### src/rtl/yuv2bgr_pipe.sv
// ============================================================================
// yuv2bgr_pipe
// ----------------------------------------------------------------------------
// Pipelined YCbCr -> BGR colour-space converter. It accepts one pixel per
// clock and has a fixed latency of three register stages. The BT.601 or
// BT.709 matrix is chosen for each pixel. Results are rounded and saturated
// to [0, 2^DW-1].
//
// Stage 1 : offset removal (y' = Y-16<<S, u' = U-128<<S, v' = V-128<<S)
// Stage 2 : five coefficient products, coefficients muxed by the pixel's sel
// Stage 3 : sums + rounding, >>> 12, saturation into out_bgr
//
// All stages advance together on en = ~out_valid | out_ready. Bubbles are
// not squeezed out of the pipe.
//
// Ports
//   clk        in   1       rising-edge clock
//   rst        in   1       synchronous active-high reset
//   in_valid   in   1       input pixel valid
//   in_ready   out  1       pixel accepted this cycle if in_valid
//   in_yuv     in   3*DW    {Y, U(Cb), V(Cr)}, unsigned, Y in MSBs
//   in_sel709  in   1       0 = BT.601, 1 = BT.709 (per pixel)
//   in_sb      in   SB_W    sideband, travels unchanged with the pixel
//   out_valid  out  1       output pixel valid
//   out_ready  in   1       downstream accepts
//   out_bgr    out  3*DW    {B, G, R}, unsigned, saturated, B in MSBs
//   out_sb     out  SB_W    sideband of the pixel on out_bgr
// ============================================================================
module yuv2bgr_pipe #(
    parameter int DW   = 8,
    parameter int SB_W = 2
) (
    input  logic              clk,
    input  logic              rst,
    input  logic              in_valid,
    output logic              in_ready,
    input  logic [3*DW-1:0]   in_yuv,
    input  logic              in_sel709,
    input  logic [SB_W-1:0]   in_sb,
    output logic              out_valid,
    input  logic              out_ready,
    output logic [3*DW-1:0]   out_bgr,
    output logic [SB_W-1:0]   out_sb
);

    localparam int S     = DW - 8;
    localparam int FRAC  = 12;
    // The largest coefficient is 14 bits and the offset sample is DW+1 bits.
    // A sum of three such products fits in DW+18 bits with margin.
    localparam int ACC_W = DW + 18;

    typedef logic signed [ACC_W-1:0] acc_t;

    localparam logic [DW:0] Y_OFS = (DW+1)'(16)  << S;
    localparam logic [DW:0] C_OFS = (DW+1)'(128) << S;

    localparam acc_t KY      = acc_t'(4768);
    localparam acc_t KRV_601 = acc_t'(6537);
    localparam acc_t KGU_601 = acc_t'(1606);
    localparam acc_t KGV_601 = acc_t'(3330);
    localparam acc_t KBU_601 = acc_t'(8262);
    localparam acc_t KRV_709 = acc_t'(7344);
    localparam acc_t KGU_709 = acc_t'(872);
    localparam acc_t KGV_709 = acc_t'(2183);
    localparam acc_t KBU_709 = acc_t'(8651);
    localparam acc_t RND     = acc_t'(2048);
    localparam acc_t MAXV    = acc_t'((1 << DW) - 1);

    logic en;

    // Stage 1
    logic                 s1_valid;
    logic signed [DW:0]   s1_y, s1_u, s1_v;
    logic                 s1_sel;
    logic [SB_W-1:0]      s1_sb;

    // Stage 2
    logic                 s2_valid;
    acc_t                 p_y, p_rv, p_gu, p_gv, p_bu;
    logic [SB_W-1:0]      s2_sb;

    // Combinational helpers
    acc_t y_e, u_e, v_e;
    acc_t k_rv, k_gu, k_gv, k_bu;
    acc_t r_acc, g_acc, b_acc;

    // Single advance enable. It is the only combinational path from out_ready
    // through to in_ready.
    assign en       = ~out_valid | out_ready;
    assign in_ready = en;

    // Rounding has already been added, so the arithmetic shift floors the
    // value. The result is then clamped into the output range.
    function automatic logic [DW-1:0] sat(input acc_t a);
        acc_t sh;
        sh = a >>> FRAC;
        if (sh[ACC_W-1])
            return '0;
        else if (sh > MAXV)
            return '1;
        else
            return sh[DW-1:0];
    endfunction

    // NOTE: every signal assigned in always_comb gets a default first. A path
    // that leaves one unassigned would infer a latch.
    always_comb begin
        y_e  = {{(ACC_W-DW-1){s1_y[DW]}}, s1_y};
        u_e  = {{(ACC_W-DW-1){s1_u[DW]}}, s1_u};
        v_e  = {{(ACC_W-DW-1){s1_v[DW]}}, s1_v};
        k_rv = KRV_601;
        k_gu = KGU_601;
        k_gv = KGV_601;
        k_bu = KBU_601;
        // The sel registered with this pixel picks the coefficients. Pixels
        // that mix matrices back to back therefore never pick up a
        // neighbour's matrix.
        if (s1_sel) begin
            k_rv = KRV_709;
            k_gu = KGU_709;
            k_gv = KGV_709;
            k_bu = KBU_709;
        end
        r_acc = p_y + p_rv + RND;
        g_acc = p_y - p_gu - p_gv + RND;
        b_acc = p_y + p_bu + RND;
    end

    // NOTE: datapath registers have no reset. Their contents are only
    // observed behind a valid flag, and the valid flags do get reset.
    always_ff @(posedge clk) begin
        if (en) begin
            s1_y   <= {1'b0, in_yuv[3*DW-1 -: DW]} - Y_OFS;
            s1_u   <= {1'b0, in_yuv[2*DW-1 -: DW]} - C_OFS;
            s1_v   <= {1'b0, in_yuv[DW-1:0]}       - C_OFS;
            s1_sel <= in_sel709;
            s1_sb  <= in_sb;

            p_y    <= y_e * KY;
            p_rv   <= v_e * k_rv;
            p_gu   <= u_e * k_gu;
            p_gv   <= v_e * k_gv;
            p_bu   <= u_e * k_bu;
            s2_sb  <= s1_sb;
        end
    end

    // NOTE: sequential state uses non-blocking assignments. All stages then
    // sample their predecessor's old value on the same edge.
    always_ff @(posedge clk) begin
        if (rst) begin
            s1_valid  <= 1'b0;
            s2_valid  <= 1'b0;
            out_valid <= 1'b0;
            out_bgr   <= '0;
            out_sb    <= '0;
        end else if (en) begin
            s1_valid  <= in_valid;
            s2_valid  <= s1_valid;
            out_valid <= s2_valid;
            // Bubbles leave the last delivered pixel on the outputs.
            if (s2_valid) begin
                out_bgr <= {sat(b_acc), sat(g_acc), sat(r_acc)};
                out_sb  <= s2_sb;
            end
        end
    end

endmodule

### config.mk
export PLATFORM = sky130hd
export DESIGN_NAME = yuv2bgr_pipe
export DESIGN_NICKNAME = d
export VERILOG_FILES = /design/src/rtl/yuv2bgr_pipe.sv
export SDC_FILE = /design/constraint.sdc
export NUM_CORES = 1
export LEC_CHECK = 0
export CELL_PAD_IN_SITES_DETAIL_PLACEMENT = 0
export CELL_PAD_IN_SITES_GLOBAL_PLACEMENT = 1
export CORE_MARGIN = 8
export CORE_UTILIZATION = 30
export CTS_CLUSTER_SIZE = 8
export DETAILED_ROUTE_END_ITERATION = 8
export PLACE_DENSITY_LB_ADDON = 0.1
export SETUP_SLACK_MARGIN = 0.4
export SLEW_MARGIN = 20
export SYNTH_ARGS = -nofsm -noshare
export SYNTH_HDL_FRONTEND = slang
export SYNTH_SLANG_ARGS = --single-unit
### constraint.sdc
create_clock -name clk -period 13.9 [get_ports clk]
set_clock_uncertainty 0.15 [all_clocks]
set_input_delay 2.085 -clock clk [delete_from_list [all_inputs] [get_ports clk]]
set_output_delay 2.085 -clock clk [all_outputs]
set_load 0.1 [all_outputs]
==> impl_results.md <==
* Outcome: completed
* Type of origin of the critical path: register
* Critical register-to-register path endpoint: p_gv[24]$_DFFE_PN_
* Type of the worst min-delay path: reg2reg
* Total design power at 4.71 mW
* WL/cell at 16.7 um
* WL final at 46100 um
* # H-tree levels at 4
* Die Wd at 266 um
* Part of the Yosys area used for sequential elements at 23.4%
* Element type at the critical path end: register
* Area added between synthesis and finish at 12.1%
* Top cells by count, synth: sky130_fd_sc_hd__ha_1 (454), sky130_fd_sc_hd__inv_1 (390), sky130_fd_sc_hd__fa_1 (155), sky130_fd_sc_hd__edfxtp_1 (127), sky130_fd_sc_hd__a21oi_1 (74)
* Worst Slack Setup Final at 7280 ps
* Number of antenna diodes at 0
* Yosys Warn Count at 0
* Count of buffers from port buffering at 58
* Vias post-DR at 12.5k
* Number of hold-repair buffers added at the cts stage at 0
* Launching instance or port of the critical path: s1_v[7]$_DFFE_PN_
* Path depth of the worst reg2reg path at 20
* DRC violation total after the first TritonRoute iteration at 548
* Post-route DRC violation count at 0
* GR Overflow Total at 0
* Unrepaired setup endpoints after global routing: false
* Final net count at 2545
* Max Transition Viols Final at 0
* Sequential cell area at 4390 um2
* CP Class: reg2reg
* Multiplexer fraction of the synthesized cell area at 0.106%
* Fill cell instance count of the final layout at 6287
* Required time reported for the critical path endpoint at 13980 ps
* Largest voltage drop on the vdd net at 0.146 mV
* Mapped Avg Cell Area at 10.3 um2
* I/O pins at 59
* Cell with the most instances after synthesis: sky130_fd_sc_hd__ha_1
* Max clock buf depth at 2
* Number of violations of the max-capacitance limit at 0
* Inserted Clock Buffers at 17
* Adder and majority gate portion of the synthesized area at 46.7%
* F_max at 151 MHz
* Compound-cell area share of the yosys netlist at 9.18%
* Hold Vio Cnt, Final at 0
* Overall global routing resource usage at 13.4%
* Area share of the leading cell type in the synthesized netlist at 30.2%
* Number of enable flip-flop cells after synthesis at 127
* Synth Cell Area at 18800 um2
* Initial Utilization at 30.4%
* Chip Height at 266 um
* CP endpoint: p_gv[24]$_DFFE_PN_
* Setup TNS Final at 0 ps
* Clock root buffer master: sky130_fd_sc_hd__clkbuf_16
* Hold slack at 272 ps
* Clock period minus worst slack at 6620 ps
* Static leakage at 10.8 nW
* Dominant synthesized flop cell: sky130_fd_sc_hd__edfxtp_1
* Arrival time at the worst endpoint at 6700 ps
* Initial antenna violation count at 0
* Final setup fails at 0
* Transition time at the pin with the least slew margin at 1030 ps
* Number of global-route vias before repair at 13.0k
* HPWL after DPL at 39400 um
* Latest clock arrival within the worst-skew pair at 480 ps
* Crit share post-route at 47.6%
* Share of synthesized flip-flops with an asynchronous set or reset at 0%
* Overall die area at 71000 um2
* Max Fanout on Critical Path at 12
* Global-route wire length before repair at 73500 um
* Pwr dens at 223 nW/um2
* Area of combinational cells with multiple inputs at 13000 um2
* Pin count of the biggest net entering global routing at 46
* Clock Pin Slew Worst Setup and Hold Paths at 70 ps
* DRT antenna net count at 0
* Global placement routability congestion at 0.834
* Number of optimization iterations in the first detailed-route pass at 5
* Worst reg2reg path startpoint: s1_v[7]$_DFFE_PN_
* Combinational family with the most area after synthesis: adder cells
* Dominant cell type by area after synthesis: sky130_fd_sc_hd__ha_1
* Post-CTS setup buffer count at 0
* Ratio of routed vias to standard cells at 4.55
* DP Worst Slack at 7370 ps
* Distinct cells, synth at 64
* Sinks on Clock Net at 156
* Xor/xnor share of the synthesized area at 4.42%
* TritonCTS clock tree: built
* Total of cells resized after clock tree synthesis at 0
* Synthesized-area fraction occupied by and/or/nand/nor cells at 8.12%
* Slew margin rel. at 31.0%
* Share of final-layout standard cells stronger than drive strength 1 at 3.70%
* Number of flip-flops and latches in the synthesized netlist at 156
* Top area cells in the synthesized netlist: sky130_fd_sc_hd__ha_1 (30%), sky130_fd_sc_hd__edfxtp_1 (20%), sky130_fd_sc_hd__fa_1 (16%)
* Placeable Area at 61800 um2
* Setup slack of the most critical reg-to-reg path at 7280 ps
* Count of mapped cells out of synthesis at 1820
* Site Rows at 91
## flip-flops by register name (all words and copies together) (netlist names)
| register | flops |
|---|---|
| out_bgr | 24 |
| out_sb | 2 |
| out_valid | 1 |
| p_bu | 19 |
| p_gu | 20 |
| p_gv | 22 |
| p_rv | 18 |
| p_y | 18 |
| s1_sb | 2 |
| s1_sel | 1 |
| s1_u | 8 |
| s1_v | 8 |
| s1_valid | 1 |
| s1_y | 9 |
| s2_sb | 2 |
| s2_valid | 1 |
## worst min-delay path by stage
stage / start / to / slack (ps) / cells past startpoint
6_report: s1_sb[1]$_DFFE_PN_ / s2_sb[1]$_DFFE_PN_ / 270 / 0
5_1_grt: s1_sb[1]$_DFFE_PN_ / s2_sb[1]$_DFFE_PN_ / 290 / 0
4_1_cts: s1_sb[1]$_DFFE_PN_ / s2_sb[1]$_DFFE_PN_ / 280 / 0
3_5_place_dp: s1_sb[1]$_DFFE_PN_ / s2_sb[1]$_DFFE_PN_ / 260 / 0
3_3_place_gp: s1_sb[1]$_DFFE_PN_ / s2_sb[1]$_DFFE_PN_ / 260 / 0
2_1_floorplan: s1_sb[0]$_DFFE_PN_ / s2_sb[0]$_DFFE_PN_ / 250 / 0
## cell type report
type                       count  area share [%]
timing repair buffer          64            2.97
sequential                   156            20.8
multi-input combinational   1276            61.5
tap                          837            4.96
inverter                     390            6.94
clock inverter                12           0.546
clock buffer                  20            2.27
## critical path, cell delays in order (launching register included)
cell	delay, ps
sky130_fd_sc_hd__edfxtp_1	740
sky130_fd_sc_hd__nand2_1	230
sky130_fd_sc_hd__inv_1	190
sky130_fd_sc_hd__ha_1	300
sky130_fd_sc_hd__ha_1	300
sky130_fd_sc_hd__inv_1	50
sky130_fd_sc_hd__fa_1	530
sky130_fd_sc_hd__inv_1	60
sky130_fd_sc_hd__fa_1	530
sky130_fd_sc_hd__inv_1	50
sky130_fd_sc_hd__fa_1	490
sky130_fd_sc_hd__inv_1	40
sky130_fd_sc_hd__ha_1	320
sky130_fd_sc_hd__a21oi_1	230
sky130_fd_sc_hd__nor2b_1	100
sky130_fd_sc_hd__o41ai_1	540
sky130_fd_sc_hd__o21ai_0	270
sky130_fd_sc_hd__o41ai_1	700
sky130_fd_sc_hd__o2111ai_1	220
sky130_fd_sc_hd__a21oi_1	220
sky130_fd_sc_hd__xnor2_1	80
## where the power goes
group	switching [mW]	internal (mW)	leakage, nW
Combinational	1.92	1.43	8.96
Sequential	0.118	0.747	1.58
Clock	0.234	0.259	0.296
Total	2.27	2.44	10.8
## kinds of logic after synthesis
kind of cell,after synthesis
xor gates and xnor gates,95
muxes,2
AOI/OAI and AO/OA,252
other,2
DFF,156
adders and majority gates,609
buffers and inverters,404
and+or+nand+nor,300
## placed cells by master (no fill, tap or decap), types with 5 or more instances in the layout
cell type	netlist	layout
sky130_fd_sc_hd__fa_1	155	155
sky130_fd_sc_hd__buf_4	0	6
sky130_fd_sc_hd__ha_1	454	454
sky130_fd_sc_hd__nand2b_1	26	25
sky130_fd_sc_hd__nand4_1	9	9
sky130_fd_sc_hd__xor2_1	26	26
sky130_fd_sc_hd__o21bai_1	11	11
sky130_fd_sc_hd__o21a_1	11	11
sky130_fd_sc_hd__nor2b_1	17	17
sky130_fd_sc_hd__inv_1	390	390
sky130_fd_sc_hd__clkbuf_16	0	19
sky130_fd_sc_hd__nand3_1	24	24
sky130_fd_sc_hd__a31oi_1	27	27
sky130_fd_sc_hd__dfxtp_1	29	29
sky130_fd_sc_hd__nor3_1	27	27
sky130_fd_sc_hd__inv_8	0	5
sky130_fd_sc_hd__a21o_1	30	30
sky130_fd_sc_hd__or2_2	18	18
sky130_fd_sc_hd__conb_1	2	18
sky130_fd_sc_hd__nor2_1	59	58
sky130_fd_sc_hd__a211oi_1	5	5
sky130_fd_sc_hd__nand2_1	67	67
sky130_fd_sc_hd__clkdlybuf4s50_1	0	58
sky130_fd_sc_hd__xnor2_1	69	69
sky130_fd_sc_hd__a211o_1	5	5
sky130_fd_sc_hd__o21ai_0	31	31
sky130_fd_sc_hd__and3_1	19	19
sky130_fd_sc_hd__edfxtp_1	127	127
sky130_fd_sc_hd__o221a_1	8	8
sky130_fd_sc_hd__o211ai_1	6	6
sky130_fd_sc_hd__or3_1	9	9
sky130_fd_sc_hd__a21oi_1	74	74
sky130_fd_sc_hd__and2_1	11	11
sky130_fd_sc_hd__a31o_2	5	5
## metal layers
metal  part of all wire [%]  vias to the layer above  GRT usage, %
met2                     45                      118          21.5
met3                    2.9                       19          2.33
met5                      0                        -             0
met4                   0.79                        0          2.62
met1                     51                     6083          19.0
li1                       -                     6325             -
## per-stage QoR
step | util, % | cell area [um2] | std cells
after global routing | 34.1 | 21100 | 2755
after detailed placement | 33.2 | 20500 | 2723
final | 34.1 | 21100 | 2755
after global placement | 33.2 | 20500 | 2723
after CTS | 34.1 | 21100 | 2755
after floorplan | - | 18900 | 1836
Power figures use the tool's default switching activity.
